File: src/rtl/alu_tx_pkg.sv
// Shared definitions for the ALU result serial transmitter.
// The frame-length constants cover both builds, with and without ALU_TX_PARITY_EN.
package alu_tx_pkg;

  typedef enum logic [2:0] {
    S_IDLE,
    S_START,
    S_DATA,
    S_PARITY,
    S_STOP
  } tx_state_t;

  localparam int unsigned DATA_BITS           = 8;
  localparam int unsigned FRAME_BITS_NOPARITY = 10;
  localparam int unsigned FRAME_BITS_PARITY   = 11;

  // Frame byte layout: flags in the upper nibble, ALU result in the lower nibble.
  function automatic logic [DATA_BITS-1:0] pack_frame(
    input logic [3:0] result,
    input logic       carry,
    input logic       overflow,
    input logic       zero,
    input logic       negative
  );
    return {negative, zero, overflow, carry, result};
  endfunction

endpackage

File: src/rtl/alu_tx_baud.sv
// Baud counter for alu_result_tx: counts 0..CLKS_PER_BIT-1 and emits a
// bit_end tick on the last count. The counter restarts on clear.
module alu_tx_baud #(
  parameter int unsigned CLKS_PER_BIT = 4
) (
  input  logic clk,
  input  logic rst,
  input  logic clear,
  output logic bit_end
);

  localparam int unsigned CW = $clog2(CLKS_PER_BIT) + 1;
  localparam logic [CW-1:0] LAST = CW'(CLKS_PER_BIT - 1);

  logic [CW-1:0] count;

  always_ff @(posedge clk) begin
    if (rst || clear || bit_end) begin
      count <= '0;
    end else begin
      count <= count + CW'(1);
    end
  end

  assign bit_end = (count == LAST);

endmodule

File: src/rtl/alu_result_tx.sv
// UART-style transmitter for one ALU result frame: start, D[0..7], optional
// even parity (ALU_TX_PARITY_EN), stop. Every output is registered.
module alu_result_tx
  import alu_tx_pkg::*;
#(
  parameter int unsigned CLKS_PER_BIT = 4
) (
  input  logic       clk,
  input  logic       rst,
  input  logic       start,
  input  logic [3:0] result,
  input  logic       carry,
  input  logic       overflow,
  input  logic       zero,
  input  logic       negative,
  output logic       tx,
  output logic       busy,
  output logic       done
);

  tx_state_t            state, state_next;
  logic [DATA_BITS-1:0] shreg, shreg_next;
  logic [2:0]           bit_idx, bit_idx_next, bit_idx_inc;
  logic                 tx_next, busy_next, done_next;
  logic                 bit_end, baud_clear;

  // Any state change restarts the bit timing.
  assign baud_clear = (state_next != state);

  alu_tx_baud #(
    .CLKS_PER_BIT(CLKS_PER_BIT)
  ) u_baud (
    .clk    (clk),
    .rst    (rst),
    .clear  (baud_clear),
    .bit_end(bit_end)
  );

  assign bit_idx_inc = bit_idx + 3'd1;

  // tx/busy/done are computed from the next state so they update on the
  // same edge as the state register.
  always_comb begin
    state_next   = state;
    shreg_next   = shreg;
    bit_idx_next = bit_idx;
    tx_next      = tx;
    busy_next    = busy;
    done_next    = 1'b0;
    case (state)
      S_IDLE: begin
        tx_next   = 1'b1;
        busy_next = 1'b0;
        if (start) begin
          state_next = S_START;
          shreg_next = pack_frame(result, carry, overflow, zero, negative);
          tx_next    = 1'b0;
          busy_next  = 1'b1;
        end
      end
      S_START: begin
        if (bit_end) begin
          state_next = S_DATA;
          tx_next    = shreg[bit_idx];
        end
      end
      S_DATA: begin
        if (bit_end) begin
          bit_idx_next = bit_idx_inc;
          if (bit_idx == 3'(DATA_BITS - 1)) begin
`ifdef ALU_TX_PARITY_EN
            state_next = S_PARITY;
            tx_next    = ^shreg;
`else
            state_next = S_STOP;
            tx_next    = 1'b1;
`endif
          end else begin
            tx_next = shreg[bit_idx_inc];
          end
        end
      end
`ifdef ALU_TX_PARITY_EN
      S_PARITY: begin
        if (bit_end) begin
          state_next = S_STOP;
          tx_next    = 1'b1;
        end
      end
`endif
      S_STOP: begin
        if (bit_end) begin
          state_next = S_IDLE;
          tx_next    = 1'b1;
          busy_next  = 1'b0;
          done_next  = 1'b1;
        end
      end
      default: begin
        state_next = S_IDLE;
        tx_next    = 1'b1;
        busy_next  = 1'b0;
      end
    endcase
  end

  always_ff @(posedge clk) begin
    if (rst) begin
      state   <= S_IDLE;
      shreg   <= '0;
      bit_idx <= '0;
      tx      <= 1'b1;
      busy    <= 1'b0;
      done    <= 1'b0;
    end else begin
      state   <= state_next;
      shreg   <= shreg_next;
      bit_idx <= bit_idx_next;
      tx      <= tx_next;
      busy    <= busy_next;
      done    <= done_next;
    end
  end

endmodule
File: config.mk
export PLATFORM = sky130hd
export DESIGN_NAME = alu_result_tx
export DESIGN_NICKNAME = d
export VERILOG_FILES = /design/src/rtl/alu_tx_pkg.sv /design/src/rtl/alu_tx_baud.sv /design/src/rtl/alu_result_tx.sv
export SDC_FILE = /design/constraint.sdc
export NUM_CORES = 1
export LEC_CHECK = 0
export CORE_MARGIN = 5
export CORE_UTILIZATION = 57
export DETAILED_ROUTE_END_ITERATION = 10
export GPL_ROUTABILITY_DRIVEN = 1
export GPL_TIMING_DRIVEN = 0
export PLACE_DENSITY = 0.82
export RECOVER_POWER = 50
export SKIP_LAST_GASP = 1
export SLEW_MARGIN = 10
export SYNTH_ARGS = -nofsm -noshare
export SYNTH_HDL_FRONTEND = slang
export SYNTH_SLANG_ARGS = --single-unit
File: constraint.sdc
create_clock -name clk -period 5.04 [get_ports clk]
set_input_delay 1.008 -clock clk [delete_from_list [all_inputs] [get_ports clk]]
set_output_delay 1.008 -clock clk [all_outputs]
set_load 0.02 [all_outputs]
==> results.py <==
metrics = {
    "outcome": {
        "status": "finished, final reports clean",
    },
    "route": {
        "drt_iter0_drc": 29,
        "drtPass1Iterations": 4,
        "wl_per_cell_microns": 13.61,
        "wl_met1_microns": 1010,
        "wl_met3_microns": 105,
        "vias": 920,
        "top_layer": "met4",
        "wl_microns": 2218,
        "wl_met2_microns": 1060,
        "final_antenna_net_count": 0,
        "drc_errors": 0,
        "via_per_inst": 5.644,
    },
    "cells_and_area": {
        "final_cell_mix": "nand2_1, dfxtp_1, nor2_1, mux2i_1, clkdlybuf4s50_1",
        "drive_gt1_frac": 0.08696,
        "finalNetCount": 155,
        "area_growth_pct": 17.70,
        "stdcell_area_sq_um": 1256,
        "final_common_cell": "nand2_1",
        "antenna-diode-count": 0,
    },
    "floorplanning": {
        "rows": 15,
        "core_sq_um": 1745,
        "io_pins": 14,
        "start_util": 0.6115,
        "die_h_microns": 53.27,
        "dieArea_sq_um": 2838,
        "die_w_microns": 53.27,
    },
    "grt": {
        "grt_pass1_vias": 870,
        "grt_pass1_wl_microns": 3746,
        "grt_max_degree": 13,
        "grtUsageTotal": 0.1809,
        "antenna_found_initial": 0,
        "grt-ovfl-total": 0,
    },
    "pwr": {
        "p_total_mw": 0.3465,
        "ir_drop_mv": 0.2513,
        "powerDensity_nw_per_um2": 275.8,
        "power_leakage_nw": 0.4556,
    },
    "timing": {
        "skew_ns": 0.002219,
        "hold_viol": 0,
        "finalCriticalPeriod_ns": 2.874,
        "slew_headroom": 0.1008,
        "rsz0062_at_grt": "no",
        "max_freq_mhz": 347.9,
        "fin_ws_ns": 2.166,
        "finalCritPeriodShare": 0.5702,
        "setup_tns_ns": 0,
        "slew_violations": 0,
        "tightestPinTransition_ns": 1.330,
        "whs_ns": 0.4378,
        "setup_violations": 0,
    },
    "flow_run": {
        "max_cap_violations": 0,
    },
    "placement": {
        "post-place-ws_ns": 2.583,
        "gp_congestion": 0.8746,
        "placed_area_sq_um": 1219,
        "portBuffers": 12,
        "dpl.hpwl_microns": 1638,
    },
    "clock_tree": {
        "clock-sinks": 20,
        "clk_latency_ns": 0.31,
        "hold_buffers": 0,
        "clk_pin_slew_ns": 0.11,
        "clk_root_buffer_cell": "clkbuf_4",
        "cts_tree": "done",
        "clk_path_buf_depth": 2,
        "htreeDepth": 1,
        "postCtsResizedCells": 0,
        "cts_buffers": 3,
        "cts_setup_buffers": 0,
    },
    "worst_setup_path": {
        "cp_max_fo": 9,
        "endpoint_kind": "flip-flop",
        "crit_path_start_kind": "primary input",
        "worst-endpoint-required_ns": 5.26,
        "arrival_ns": 3.09,
        "crit_type": "in -> reg",
    },
    "logic_synthesis": {
        "synth.net_count": 138,
        "synth_edf_count": 0,
        "synthCells": 122,
        "ys_ff_latch": 20,
        "yosys_warnings": 0,
        "yosysSeqAreaShare": 0.3751,
        "synth_top_flop_cell": "dfxtp_1",
        "async_flop_share": 0,
        "synth_cell_types": 32,
        "avgSynthCellArea_sq_um": 8.748,
        "synth_area_sq_um": 1067,
    },
    "hold_path": {
        "worstHoldPathType": "reg -> reg",
    },
}
-- area by class of cell --
class / instances / area, sq um
inverter: 5 / 18.77
buffer: 9 / 61.31
timing repair buffer: 12 / 120.1
fill: 152 / 489.2
tap: 25 / 31.28
sequential: 20 / 400.4
clock inverter: 1 / 30.03
multi-input combinational: 88 / 571.8
clock buffer: 3 / 22.52
-- sequential cells by signal, indices dropped and copies added, names as in the netlist --
register,cells
bit_idx,3
shreg,8
tx,1
u_baud.count,3
state,3
busy,1
done,1
-- per-stage QoR --
| stage | util | cells |
|---|---|---|
| after floorplan | - | 122 |
| after global placement | 0.6982 | 159 |
| after detailed placement | 0.6982 | 159 |
| after CTS | 0.7283 | 163 |
| after global routing | 0.7197 | 163 |
| final | 0.7197 | 163 |
-- critical path: stages --
cell	delay, ns
dlygate4sd3_1	0.61
nor4b_1	1.08
a2111oi_0	0.14
nand2_1	0.19
nor2_1	0.06
-- layer usage --
layer  GRT usage  vias to the layer above
met5           0                        -
met4     0.08511                        0
met3     0.04507                        5
met2      0.3000                       26
met1      0.2151                      427
li1            -                      462
-- power by group --
group / total [mW] / switching (mW) / internal [mW] / leakage, nW
Clock: 0.133 / 0.0525 / 0.0805 / 0.0279
Sequential: 0.171 / 0.00530 / 0.166 / 0.164
Combinational: 0.0424 / 0.0216 / 0.0209 / 0.264
Total: 0.346 / 0.0794 / 0.267 / 0.456
-- kinds of logic after synthesis --
family / share of synthesized area
flops: 0.3751
simple gates: 0.2134
buf+inv: 0.07503
compound gates: 0.1454
mux: 0.1243
fa+ha+maj: 0.05862
xor+xnor: 0.008208
-- path summary, 6_finish.rpt --
kind	end	cells after the start	startpoint	slack, ns
worst max-delay path	u_baud.count[0]	5	start	2.17
worst min-delay path	u_baud.count[0]	1	u_baud.count[0]	0.44
worst max register to register	u_baud.count[0]	5	state[0]	2.92
worst min register to register	u_baud.count[0]	1	u_baud.count[0]	0.44
-- synth_stat cells, types with 2 or more instances --
cell	instances	share of area
clkbuf_1	2	0.0070
nand2_1	21	0.074
nor2b_1	2	0.012
nor4_1	2	0.012
inv_1	5	0.018
dfxtp_1	20	0.38
nor2_1	11	0.039
a22oi_1	2	0.014
ha_1	5	0.059
a21oi_1	10	0.047
buf_4	5	0.035
mux2i_1	11	0.10
nand3_1	4	0.019
a21o_1	2	0.014
nor3_1	2	0.0094
a2111oi_0	2	0.016
No activity file was read; power rests on OpenSTA's default activity.
